[config.mk]
export PLATFORM = sky130hd
export DESIGN_NAME = csr_uart_fifo_flat
export DESIGN_NICKNAME = d
export VERILOG_FILES = /design/src/rtl/csr_uart_fifo_pkg.sv /design/src/rtl/csr_uart_fifo_if.sv /design/src/rtl/uart_fifo.sv /design/src/rtl/csr_uart_fifo.sv /design/src/flat_wrapper.sv
export SDC_FILE = /design/constraint.sdc
export NUM_CORES = 1
export LEC_CHECK = 0
export CORE_MARGIN = 2
export CORE_UTILIZATION = 48
export CTS_CLUSTER_SIZE = 14
export DETAILED_ROUTE_END_ITERATION = 16
export PLACE_DENSITY = 0.76
export SYNTH_ARGS = -nofsm -noshare
export SYNTH_HDL_FRONTEND = slang
export SYNTH_HIERARCHICAL = 1
export SYNTH_SLANG_ARGS = --single-unit
[constraint.sdc]
create_clock -name clk -period 2.2 [get_ports clk]
set_clock_uncertainty 0.15 [all_clocks]
set_input_delay 0.44 -clock clk [delete_from_list [all_inputs] [get_ports clk]]
set_output_delay 0.44 -clock clk [all_outputs]
set_load 0.01 [all_outputs]
[src/rtl/csr_uart_fifo_pkg.sv]
// Shared definitions for the CSR-mapped UART: FSM state encoding, CSR modify
// codes and the status word bit positions. Imported by the RTL and the bench.
package csr_uart_fifo_pkg;

    // Common state encoding for both the TX and the RX frame FSMs.
    typedef enum logic [1:0] {
        StIdle  = 2'd0,
        StStart = 2'd1,
        StData  = 2'd2,
        StStop  = 2'd3
    } uart_state_e;

    localparam logic [2:0] ModifyWrite = 3'd1;

    // Status word layout; [7:0] carries the received byte, [31:13] read as zero.
    localparam int unsigned StatRxValid   = 8;
    localparam int unsigned StatTxFull    = 9;
    localparam int unsigned StatTxBusy    = 10;
    localparam int unsigned StatRxOverrun = 11;
    localparam int unsigned StatTxDrop    = 12;

    function automatic logic [31:0] pack_status(
        input logic [7:0] rx_byte,
        input logic       rx_valid,
        input logic       tx_full,
        input logic       tx_busy,
        input logic       rx_overrun,
        input logic       tx_drop
    );
        logic [31:0] s;
        s                = '0;
        s[7:0]           = rx_byte;
        s[StatRxValid]   = rx_valid;
        s[StatTxFull]    = tx_full;
        s[StatTxBusy]    = tx_busy;
        s[StatRxOverrun] = rx_overrun;
        s[StatTxDrop]    = tx_drop;
        return s;
    endfunction

endpackage

[src/rtl/csr_uart_fifo_if.sv]
// CSR bus bundle for csr_uart_fifo.
//   read   : read strobe, qualified by addr in the same cycle
//   modify : modify code, applies to the address presented one cycle earlier
//   wdata  : write data, valid with modify
//   addr   : CSR address
//   rdata  : read data, zero unless returning a read
//   valid  : combinational address hit
interface csr_uart_fifo_if;
    logic        read;
    logic [2:0]  modify;
    logic [31:0] wdata;
    logic [11:0] addr;
    logic [31:0] rdata;
    logic        valid;

    modport master (output read, output modify, output wdata, output addr,
                    input rdata, input valid);
    modport slave  (input read, input modify, input wdata, input addr,
                    output rdata, output valid);
endinterface

[src/rtl/uart_fifo.sv]
// Synchronous FIFO with first-word fall-through read port.
//   clk, rstn   : clock, asynchronous active-low reset
//   push, wdata : enqueue (ignored when full)
//   pop, rdata  : dequeue (ignored when empty); rdata shows the head entry
//   full, empty : occupancy flags
module uart_fifo #(
    parameter int unsigned Width     = 8,
    parameter int unsigned DepthLog2 = 2
) (
    input  logic             clk,
    input  logic             rstn,
    input  logic             push,
    input  logic [Width-1:0] wdata,
    input  logic             pop,
    output logic [Width-1:0] rdata,
    output logic             full,
    output logic             empty
);
    localparam int unsigned Depth = 1 << DepthLog2;

    logic [Width-1:0]   mem [Depth];
    // One extra pointer bit separates the full and empty cases.
    logic [DepthLog2:0] wr_ptr_q, rd_ptr_q;
    logic               do_push, do_pop;

    assign empty   = (wr_ptr_q == rd_ptr_q);
    assign full    = (wr_ptr_q[DepthLog2] != rd_ptr_q[DepthLog2]) &&
                     (wr_ptr_q[DepthLog2-1:0] == rd_ptr_q[DepthLog2-1:0]);
    assign do_push = push & ~full;
    assign do_pop  = pop & ~empty;
    assign rdata   = mem[rd_ptr_q[DepthLog2-1:0]];

    always_ff @(posedge clk or negedge rstn) begin
        if (!rstn) begin
            wr_ptr_q <= '0;
            rd_ptr_q <= '0;
        end else begin
            if (do_push) wr_ptr_q <= wr_ptr_q + (DepthLog2 + 1)'(1);
            if (do_pop)  rd_ptr_q <= rd_ptr_q + (DepthLog2 + 1)'(1);
        end
    end

    always_ff @(posedge clk) begin
        if (do_push) mem[wr_ptr_q[DepthLog2-1:0]] <= wdata;
    end

endmodule

[src/rtl/csr_uart_fifo.sv]
// CSR-mapped 8N1 UART with a TX FIFO and a single-byte RX holding register.
//   clk, rstn : clock, asynchronous active-low reset
//   bus       : CSR slave port (read/modify/wdata/addr in, rdata/valid out)
//   tx        : serial transmit line, idle high
//   rx        : serial receive line, asynchronous, idle high
// A write (modify==1 to BASE_ADDR) queues wdata[7:0]; a read returns the status word.
module csr_uart_fifo
    import csr_uart_fifo_pkg::*;
#(
    parameter logic [11:0] BASE_ADDR  = 12'hBC0,
    parameter int unsigned DIVISOR    = 8,
    parameter int unsigned DEPTH_LOG2 = 2
) (
    input  logic            clk,
    input  logic            rstn,
    csr_uart_fifo_if.slave  bus,
    output logic            tx,
    input  logic            rx
);
    localparam int unsigned    CntW     = $clog2(DIVISOR + 1);
    localparam logic [CntW-1:0] BitLast  = CntW'(DIVISOR - 1);
    localparam logic [CntW-1:0] HalfLast = CntW'(DIVISOR / 2 - 1);

    // CSR decode
    logic [11:0] q_addr;
    logic        wr_hit, rd_hit;
    logic        unused_wdata;

    assign bus.valid    = (bus.addr == BASE_ADDR);
    assign wr_hit       = (bus.modify == ModifyWrite) && (q_addr == BASE_ADDR);
    assign rd_hit       = bus.read && bus.valid;
    assign unused_wdata = ^bus.wdata[31:8];

    // TX FIFO
    logic       fifo_push, fifo_pop, fifo_full, fifo_empty;
    logic [7:0] fifo_rdata;

    assign fifo_push = wr_hit & ~fifo_full;

    uart_fifo #(
        .Width     (8),
        .DepthLog2 (DEPTH_LOG2)
    ) u_tx_fifo (
        .clk   (clk),
        .rstn  (rstn),
        .push  (fifo_push),
        .wdata (bus.wdata[7:0]),
        .pop   (fifo_pop),
        .rdata (fifo_rdata),
        .full  (fifo_full),
        .empty (fifo_empty)
    );

    // TX state
    uart_state_e     tx_state_q, tx_state_d;
    logic [CntW-1:0] tx_cnt_q, tx_cnt_d;
    logic [2:0]      tx_idx_q, tx_idx_d;
    logic [7:0]      tx_shift_q, tx_shift_d;
    logic            tx_q, tx_d;
    logic            tx_busy;

    // RX state
    logic [1:0]      rx_sync_q;
    logic            rx_s, rx_prev_q;
    uart_state_e     rx_state_q, rx_state_d;
    logic [CntW-1:0] rx_cnt_q, rx_cnt_d;
    logic [2:0]      rx_idx_q, rx_idx_d;
    logic [7:0]      rx_shift_q, rx_shift_d;
    logic            rx_good;

    // Flags and read data
    logic [7:0]  rx_byte_q, rx_byte_d;
    logic        rx_valid_q, rx_valid_d;
    logic        rx_overrun_q, rx_overrun_d;
    logic        tx_drop_q, tx_drop_d;
    logic [31:0] rdata_q, rdata_d;

    assign rx_s      = rx_sync_q[1];
    assign tx        = tx_q;
    assign bus.rdata = rdata_q;
    assign tx_busy   = ~fifo_empty || (tx_state_q != StIdle);

    always_comb begin
        tx_state_d = tx_state_q;
        tx_cnt_d   = tx_cnt_q;
        tx_idx_d   = tx_idx_q;
        tx_shift_d = tx_shift_q;
        fifo_pop   = 1'b0;
        case (tx_state_q)
            StIdle: begin
                if (!fifo_empty) begin
                    fifo_pop   = 1'b1;
                    tx_shift_d = fifo_rdata;
                    tx_cnt_d   = '0;
                    tx_state_d = StStart;
                end
            end
            StStart: begin
                if (tx_cnt_q == BitLast) begin
                    tx_cnt_d   = '0;
                    tx_idx_d   = '0;
                    tx_state_d = StData;
                end else begin
                    tx_cnt_d = tx_cnt_q + CntW'(1);
                end
            end
            StData: begin
                if (tx_cnt_q == BitLast) begin
                    tx_cnt_d   = '0;
                    tx_shift_d = tx_shift_q >> 1;
                    tx_idx_d   = tx_idx_q + 3'd1;
                    if (tx_idx_q == 3'd7) tx_state_d = StStop;
                end else begin
                    tx_cnt_d = tx_cnt_q + CntW'(1);
                end
            end
            StStop: begin
                if (tx_cnt_q == BitLast) begin
                    tx_cnt_d = '0;
                    // Chain straight into the next frame with no idle bit.
                    if (!fifo_empty) begin
                        fifo_pop   = 1'b1;
                        tx_shift_d = fifo_rdata;
                        tx_state_d = StStart;
                    end else begin
                        tx_state_d = StIdle;
                    end
                end else begin
                    tx_cnt_d = tx_cnt_q + CntW'(1);
                end
            end
            default: tx_state_d = StIdle;
        endcase

        // Line level follows the next state so tx is a clean flop output.
        case (tx_state_d)
            StStart: tx_d = 1'b0;
            StData:  tx_d = tx_shift_d[0];
            default: tx_d = 1'b1;
        endcase
    end

    always_comb begin
        rx_state_d = rx_state_q;
        rx_cnt_d   = rx_cnt_q;
        rx_idx_d   = rx_idx_q;
        rx_shift_d = rx_shift_q;
        rx_good    = 1'b0;
        case (rx_state_q)
            StIdle: begin
                if (rx_prev_q && !rx_s) begin
                    rx_cnt_d   = '0;
                    rx_state_d = StStart;
                end
            end
            StStart: begin
                // Half a bit after the edge: still low means a real start bit.
                if (rx_cnt_q == HalfLast) begin
                    rx_cnt_d   = '0;
                    rx_idx_d   = '0;
                    rx_state_d = rx_s ? StIdle : StData;
                end else begin
                    rx_cnt_d = rx_cnt_q + CntW'(1);
                end
            end
            StData: begin
                if (rx_cnt_q == BitLast) begin
                    rx_cnt_d   = '0;
                    rx_shift_d = {rx_s, rx_shift_q[7:1]};
                    rx_idx_d   = rx_idx_q + 3'd1;
                    if (rx_idx_q == 3'd7) rx_state_d = StStop;
                end else begin
                    rx_cnt_d = rx_cnt_q + CntW'(1);
                end
            end
            StStop: begin
                if (rx_cnt_q == BitLast) begin
                    rx_cnt_d   = '0;
                    rx_good    = rx_s;
                    rx_state_d = StIdle;
                end else begin
                    rx_cnt_d = rx_cnt_q + CntW'(1);
                end
            end
            default: rx_state_d = StIdle;
        endcase
    end

    // Setting events take priority over the clear-on-read.
    always_comb begin
        rx_byte_d    = rx_good ? rx_shift_q : rx_byte_q;
        rx_valid_d   = rx_good | (rx_valid_q & ~rd_hit);
        rx_overrun_d = (rx_good & rx_valid_q) | (rx_overrun_q & ~rd_hit);
        tx_drop_d    = (wr_hit & fifo_full) | (tx_drop_q & ~rd_hit);
        rdata_d      = '0;
        if (rd_hit) begin
            rdata_d = pack_status(rx_byte_q, rx_valid_q, fifo_full, tx_busy,
                                  rx_overrun_q, tx_drop_q);
        end
    end

    always_ff @(posedge clk or negedge rstn) begin
        if (!rstn) begin
            q_addr       <= '0;
            tx_state_q   <= StIdle;
            tx_cnt_q     <= '0;
            tx_idx_q     <= '0;
            tx_shift_q   <= '0;
            tx_q         <= 1'b1;
            rx_sync_q    <= 2'b11;
            rx_prev_q    <= 1'b1;
            rx_state_q   <= StIdle;
            rx_cnt_q     <= '0;
            rx_idx_q     <= '0;
            rx_shift_q   <= '0;
            rx_byte_q    <= '0;
            rx_valid_q   <= 1'b0;
            rx_overrun_q <= 1'b0;
            tx_drop_q    <= 1'b0;
            rdata_q      <= '0;
        end else begin
            q_addr       <= bus.addr;
            tx_state_q   <= tx_state_d;
            tx_cnt_q     <= tx_cnt_d;
            tx_idx_q     <= tx_idx_d;
            tx_shift_q   <= tx_shift_d;
            tx_q         <= tx_d;
            rx_sync_q    <= {rx_sync_q[0], rx};
            rx_prev_q    <= rx_s;
            rx_state_q   <= rx_state_d;
            rx_cnt_q     <= rx_cnt_d;
            rx_idx_q     <= rx_idx_d;
            rx_shift_q   <= rx_shift_d;
            rx_byte_q    <= rx_byte_d;
            rx_valid_q   <= rx_valid_d;
            rx_overrun_q <= rx_overrun_d;
            tx_drop_q    <= tx_drop_d;
            rdata_q      <= rdata_d;
        end
    end

endmodule

[src/flat_wrapper.sv]
// flat-port wrapper written by rule: the top's interface ports become plain ports
module csr_uart_fifo_flat import csr_uart_fifo_pkg::*;
#(
    parameter logic [11:0] BASE_ADDR  = 12'hBC0,
    parameter int unsigned DIVISOR    = 8,
    parameter int unsigned DEPTH_LOG2 = 2
)
  (clk, rstn, tx, rx, bus_read, bus_modify, bus_wdata, bus_addr, bus_rdata, bus_valid);
  csr_uart_fifo_if bus_i ();
  input  logic clk;
  input  logic rstn;
  output logic tx;
  input  logic rx;
  input wire logic [$bits(bus_i.read)-1:0] bus_read;
  input wire logic [$bits(bus_i.modify)-1:0] bus_modify;
  input wire logic [$bits(bus_i.wdata)-1:0] bus_wdata;
  input wire logic [$bits(bus_i.addr)-1:0] bus_addr;
  output wire logic [$bits(bus_i.rdata)-1:0] bus_rdata;
  output wire logic [$bits(bus_i.valid)-1:0] bus_valid;
  assign bus_i.read = bus_read;
  assign bus_i.modify = bus_modify;
  assign bus_i.wdata = bus_wdata;
  assign bus_i.addr = bus_addr;
  assign bus_rdata = bus_i.rdata;
  assign bus_valid = bus_i.valid;
  csr_uart_fifo #(.BASE_ADDR(BASE_ADDR), .DIVISOR(DIVISOR), .DEPTH_LOG2(DEPTH_LOG2)) u_core (.clk(clk), .rstn(rstn), .bus(bus_i), .tx(tx), .rx(rx));
endmodule
---- Yosys cells after proc, flatten, opt, wreduce, memory -nomap -nowiden ----
Memory sizes are Yosys's and may differ from the RTL's.
Index checks and enable logic that the tools add are counted.
storage, ports and cells
  flip-flop bits (word level) ............. 80
  RAM bits ................................ 32
  input bits .............................. 51
  output and inout port bits .............. 34
  word-level logic and storage cells ...... 128
  memories kept ........................... 1
memory list
  memory                words  bits a word  rd ports  clocked after Yosys merged registers in  wr ports  line             RTL
  u_core.u_tx_fifo.mem  4      8            1         0                                        1         uart_fifo.sv:21  logic [Width-1:0] mem [Depth];
cells by class
  $add $sub $neg .......................... 6
  equality and inequality tests ........... 28
  multiplexer cells ....................... 40
  bitwise operators ....................... 14
  reduce and logical (&&, ||, !) cells .... 19
operator list
  operator                number
  $eq A12 B12 Y1 const B  2
  $mux W8                 3
  $pmux W8 S3             1
  $mux W2                 11
  $mux W4                 5
  $ne A2 B1 Y1 const B    8
  $pmux W2 S4             2
  $mux W13                1
  $add A3 B1 Y3 const B   4
  $mux W3                 4
  $pmux W3 S2             2
  $pmux W4 S3             1
  $eq A2 B2 Y1 const B    5
  $reduce_and A3 Y1       3
  $add A4 B1 Y4 const B   2
  $and A1 B1 Y1           8
  $eq A4 B3 Y1 const B    2
  $pmux W4 S2             1
  $mux W1                 7
  $eq A2 B1 Y1 const B    3
  $eq A3 B3 Y1 const B    2
  $reduce_bool A2 Y1      3
  $reduce_and A5 Y1       1
  $eq A4 B2 Y1 const B    1
  16 further kinds        25

---- Logic depth before layout (Yosys ltp) ----
  depth in word-level cells ............... 7
  mapped depth ............................ 9
  gate-level depth less buffers ........... 8

---- Hierarchy ----
The synthesis kept the hierarchy.
modules (own cells, without submodules)
  module         times used  cells an instance  area each (sq um)  sequential area each (sq um)
  csr_uart_fifo  1           293                3398.3             1856.8
  uart_fifo      1           90                 1660.3             1111.1

---- Least setup slack after synthesis ----
OpenSTA, ideal clock, no wires.
  path type ............................... reg-to-reg
  from .................................... reg u_core.u_tx_fifo.rd_ptr_q[0]
  to ...................................... reg u_core.tx_shift_q[1]
  setup time .............................. 0.119 ns
  data arrival time ....................... 1.910 ns
  required time ........................... 1.931 ns
  slack ................................... 0.021 ns
  cell stages (with the launch flop) ...... 9
  path buffers ............................ 2
  clock period less this slack ............ 2.179 ns
  cell sequence ........................... dfrtp_1 -> buf_6 -> xor2_4 -> nor3_1 -> buf_2 -> mux2i_1 -> a2bb2oi_1 -> o21ai_0 -> o21a_1
between the ends
  longest elaborated chain between the ends .. 4
  elaborated cells on any way between the ends .. 5
  classes of those cells .................. eq/ne: 1; mux: 3; memory: 1
RTL lines
  what                      line                                       RTL
  start: declaration        uart_fifo.sv:23                            logic [DepthLog2:0] wr_ptr_q, rd_ptr_q;
  start signal: assignment  uart_fifo.sv:39                            if (do_pop) rd_ptr_q <= rd_ptr_q + (DepthLog2 + 1)'(1);
  $eq A3 B3 Y1 (*)          uart_fifo.sv:26                            assign empty = (wr_ptr_q == rd_ptr_q);
  net u_core.fifo_empty     csr_uart_fifo.sv:35                        logic fifo_push, fifo_pop, fifo_full, fifo_empty;
  $mux W8 (*)               csr_uart_fifo.sv:91, csr_uart_fifo.sv:121
  $mux W8                   csr_uart_fifo.sv:118                       if (tx_cnt_q == BitLast) begin
  $pmux W8 S3 (*)           csr_uart_fifo.sv:89                        case (tx_state_q)
  end signal: assignment    csr_uart_fifo.sv:226                       tx_shift_q <= tx_shift_d;
  end: declaration          csr_uart_fifo.sv:58                        logic [7:0] tx_shift_q, tx_shift_d;
Mark *: on every way through the listed nets, which the timed path passes. The rest lies on a longest branch. The select of a mux whose other input is x is not followed.
A chain may end at the register's enable or synchronous reset.

---- Worst setup path after layout ----
  from .................................... in bus_addr[7]
  to ...................................... out bus_valid
between the ends
  longest elaborated chain between the ends .. 1
RTL lines
  what                line                 RTL
  start: declaration  flat_wrapper.sv:17   input wire logic [$bits(bus_i.addr)-1:0] bus_addr;
  $eq A12 B12 Y1      csr_uart_fifo.sv:29  assign bus.valid = (bus.addr == BASE_ADDR);
  end: declaration    flat_wrapper.sv:19   output wire logic [$bits(bus_i.valid)-1:0] bus_valid;
Every way passes these cells.

==> impl_metrics.json <==
{
  "fmaxAchievable_mhz": 470.1,
  "path_buf_inv": 3,
  "boundaryPins": 85,
  "vias": 3175,
  "yosysMostFrequentCell": "dfrtp_1",
  "gr-total-overflow": 0,
  "fin_area_sq_um": 5978,
  "hold_slack_ns": 0.05088,
  "routed_wl_mm": 8.977,
  "avgRoutedWirePerCell_um": 15.22,
  "dp_slack_ns": -0.7273,
  "ant_nets": 0,
  "die_width_um": 106.7,
  "leakage_uw": 0.002654,
  "timing.final.max_slew_violations": 0,
  "fp.dieH_um": 106.7,
  "setup_slack_ns": 0.07286,
  "arrival_ns": 1.54,
  "startpoint_type": "input port",
  "clkLatencyLatePin_ns": 0.37,
  "cts_root_buf": "clkbuf_8",
  "period_minus_slack_ns": 2.127,
  "antenna-diode-count": 0,
  "drtPass1Iterations": 4,
  "place_inst": 570,
  "dpl.hpwl_mm": 6.241,
  "cts_sinks": 112,
  "ir_drop_uv": 451.3,
  "holdPathStages": 1,
  "cts_buffer_depth": 2,
  "synth_top_area_share": 0.3760,
  "vias_per_cell": 5.381,
  "rsz0062_at_grt": "true",
  "ff2ff_path_depth": 8,
  "ys_ff_latch": 112,
  "core-area_sq_um": 10280,
  "dieArea_sq_um": 11380,
  "crit_type": "in -> out",
  "p_per_area_nw_per_um2": 702.0,
  "grt_antenna_before_repair": 0,
  "ys.flop_type": "dfrtp_1",
  "reg2reg_to": "u_core/u_tx_fifo/rd_ptr_q[1]$_DFFE_PN0P_",
  "synth_edf_count": 32,
  "max_stage_delay_ns": 0.48,
  "cts_buffers": 9,
  "cp.depth": 5,
  "ys_async_sr_fraction": 0.7143,
  "path_max_fanout": 2,
  "cts_tree": "built",
  "yosys-top-cells-area": "dfrtp_1 38%, edfxtp_1 19%, ha_1 4.0%, mux2_2 3.8%, mux4_2 3.6%",
  "synthTopCellsByCount": "76 x dfrtp_1, 32 x edfxtp_1, 22 x buf_4, 18 x nor2_1, 17 x mux2_2",
  "ys_warn_count": 6,
  "avgSynthCellArea_sq_um": 13.21,
  "path_clk_slew_ns": 0.10,
  "worstPathCellList": "clkdlybuf4s50_1 -> nand4_1 -> nor4_2 -> buf_4 -> buf_6",
  "drv_cap": 0,
  "fin_crit_sh": 0.9669,
  "setup_violations": 0,
  "slowest_stage": "clkdlybuf4s50_1",
  "cts_max_level": 3,
  "hold_viol_final": 0,
  "synth_top_cell_by_area": "dfrtp_1",
  "synthToLayoutAreaGrowth_pct": 18.18,
  "crit_path_end_kind": "output pin",
  "synth_cells": 383,
  "r2r_start": "u_core/tx_state_q[0]$_DFF_PN0_",
  "nets": 516,
  "gr-usage-all-layers": 0.1674,
  "worstHoldStart": "bus_addr[0]",
  "grt_max_degree": 52,
  "reg2reg_slack_ns": 0.12,
  "worst_ep_required_time_ns": 1.61,
  "synth.distinct_cells": 64,
  "placementRows": 37,
  "grt_pass1_vias": 3078,
  "placed_cell_area_sq_um": 5743,
  "min_to": "u_core/q_addr[0]$_DFF_PN0_",
  "p_total_uw": 4197,
  "io_buffers": 41,
  "drcViolationCount": 0,
  "instances_no_fill": 590,
  "hold_class": "in -> reg",
  "gp_congestion": 0.8422,
  "start_util": 0.4922,
  "ys_seq_area_frac": 0.5867,
  "drt_iter0_drc": 164,
  "status": "finished, final reports clean",
  "synth.cell_area_sq_um": 5059,
  "cp_top_family": "buffers and inverters",
  "drive_gt1_frac": 0.2137,
  "grt_first_pass_wirelength_mm": 14.96
}
==> area by class of cell <==
cell class                 count  area, sq um
clock buffer                  10        127.6
clock inverter                 6        41.29
fill                         821         4299
inverter                      16        60.06
multi-input combinational    239         1913
sequential                   112         2970
tap                          136        170.2
timing repair buffer          71        695.7
==> cells in the final DEF, fill, tap and decap left out, types with 9 or more instances in the layout <==
master           netlist  layout
dfrtp_1               76      74
clkdlybuf4s50_1        0      32
edfxtp_1              32      32
buf_4                 22      25
conb_1                 1      19
nor2_1                18      18
mux2_2                17      17
a21oi_1               16      16
ha_1                  16      16
inv_1                 15      15
o21ai_0               15      15
and3_1                14      14
nand2_1               12      11
clkbuf_8               0       9
==> stage by stage <==
step	utilization	setup TNS [ns]
CTS	0.5772	0
global route	0.5817	-0.004069
floorplan	-	0
detailed placement	0.5588	-10.43
finish	0.5817	0
global placement	0.5588	-9.815
==> state kept, by name, indices dropped and copies added, names as in the netlist, named ones only <==
register	count
u_core/rx_overrun_q	1
u_core/rx_state_q	1
u_core/rx_shift_q	8
u_core/rx_idx_q	3
u_core/rx_byte_q	8
u_core/q_addr	12
u_core/rx_prev_q	1
u_core/u_tx_fifo/rd_ptr_q	3
u_core/u_tx_fifo/mem	32
u_core/rx_valid_q	1
u_core/tx_idx_q	3
u_core/rx_cnt_q	4
u_core/u_tx_fifo/wr_ptr_q	3
u_core/tx_drop_q	1
u_core/bus.rdata	13
u_core/rx_sync_q	2
u_core/tx_state_q	2
u_core/tx_shift_q	8
u_core/tx	1
u_core/tx_cnt_q	4
==> power breakdown <==
| part | switching [uW] | total, uW | internal [uW] |
|---|---|---|---|
| Clock | 667 | 1080 | 414 |
| Sequential | 172 | 2460 | 2290 |
| Combinational | 333 | 652 | 320 |
| Total | 1170 | 4200 | 3030 |
==> worst max-delay path by stage <==
stage / from / end
2_1_floorplan: u_core/u_tx_fifo/rd_ptr_q[0]$_DFFE_PN0P_ / u_core/tx_shift_q[1]$_DFFE_PN0P_
3_3_place_gp: bus_addr[1] / bus_valid
3_5_place_dp: bus_addr[1] / bus_valid
4_1_cts: bus_addr[9] / bus_valid
5_1_grt: u_core/u_tx_fifo/rd_ptr_q[0]$_DFFE_PN0P_ / u_core/tx_shift_q[4]$_DFFE_PN0P_
6_report: bus_addr[7] / bus_valid
==> layer usage <==
metal  track usage  up-vias  wire (um)
li1              -     1505          -
met1        0.2221     1574       3971
met2        0.2716       89       4547
met3       0.03465        7        367
met4       0.06586        0         91
met5             0        -          0
==> timing repair <==
item / in CTS / in global routing
setup buffers: 1 / 2
endpoints found under the hold margin: 27 / 0
hold buffers: 1 / 0
pin swaps: 3 / 4
gates resized for setup: 10 / 15
setup endpoints to repair: 3 / 33
==> logic make-up (layout without fill, tap and decap cells) <==
family	after synthesis	in the layout	synth area share
other cells	1	19	0.0007413
compound gates	80	80	0.1135
flops	112	112	0.5867
buf+inv	50	103	0.05614
simple gates	83	83	0.09374
xor+xnor	9	9	0.02226
mux	32	32	0.08731
fa+ha+maj	16	16	0.03957
No activity file was read; power rests on OpenSTA's default activity.
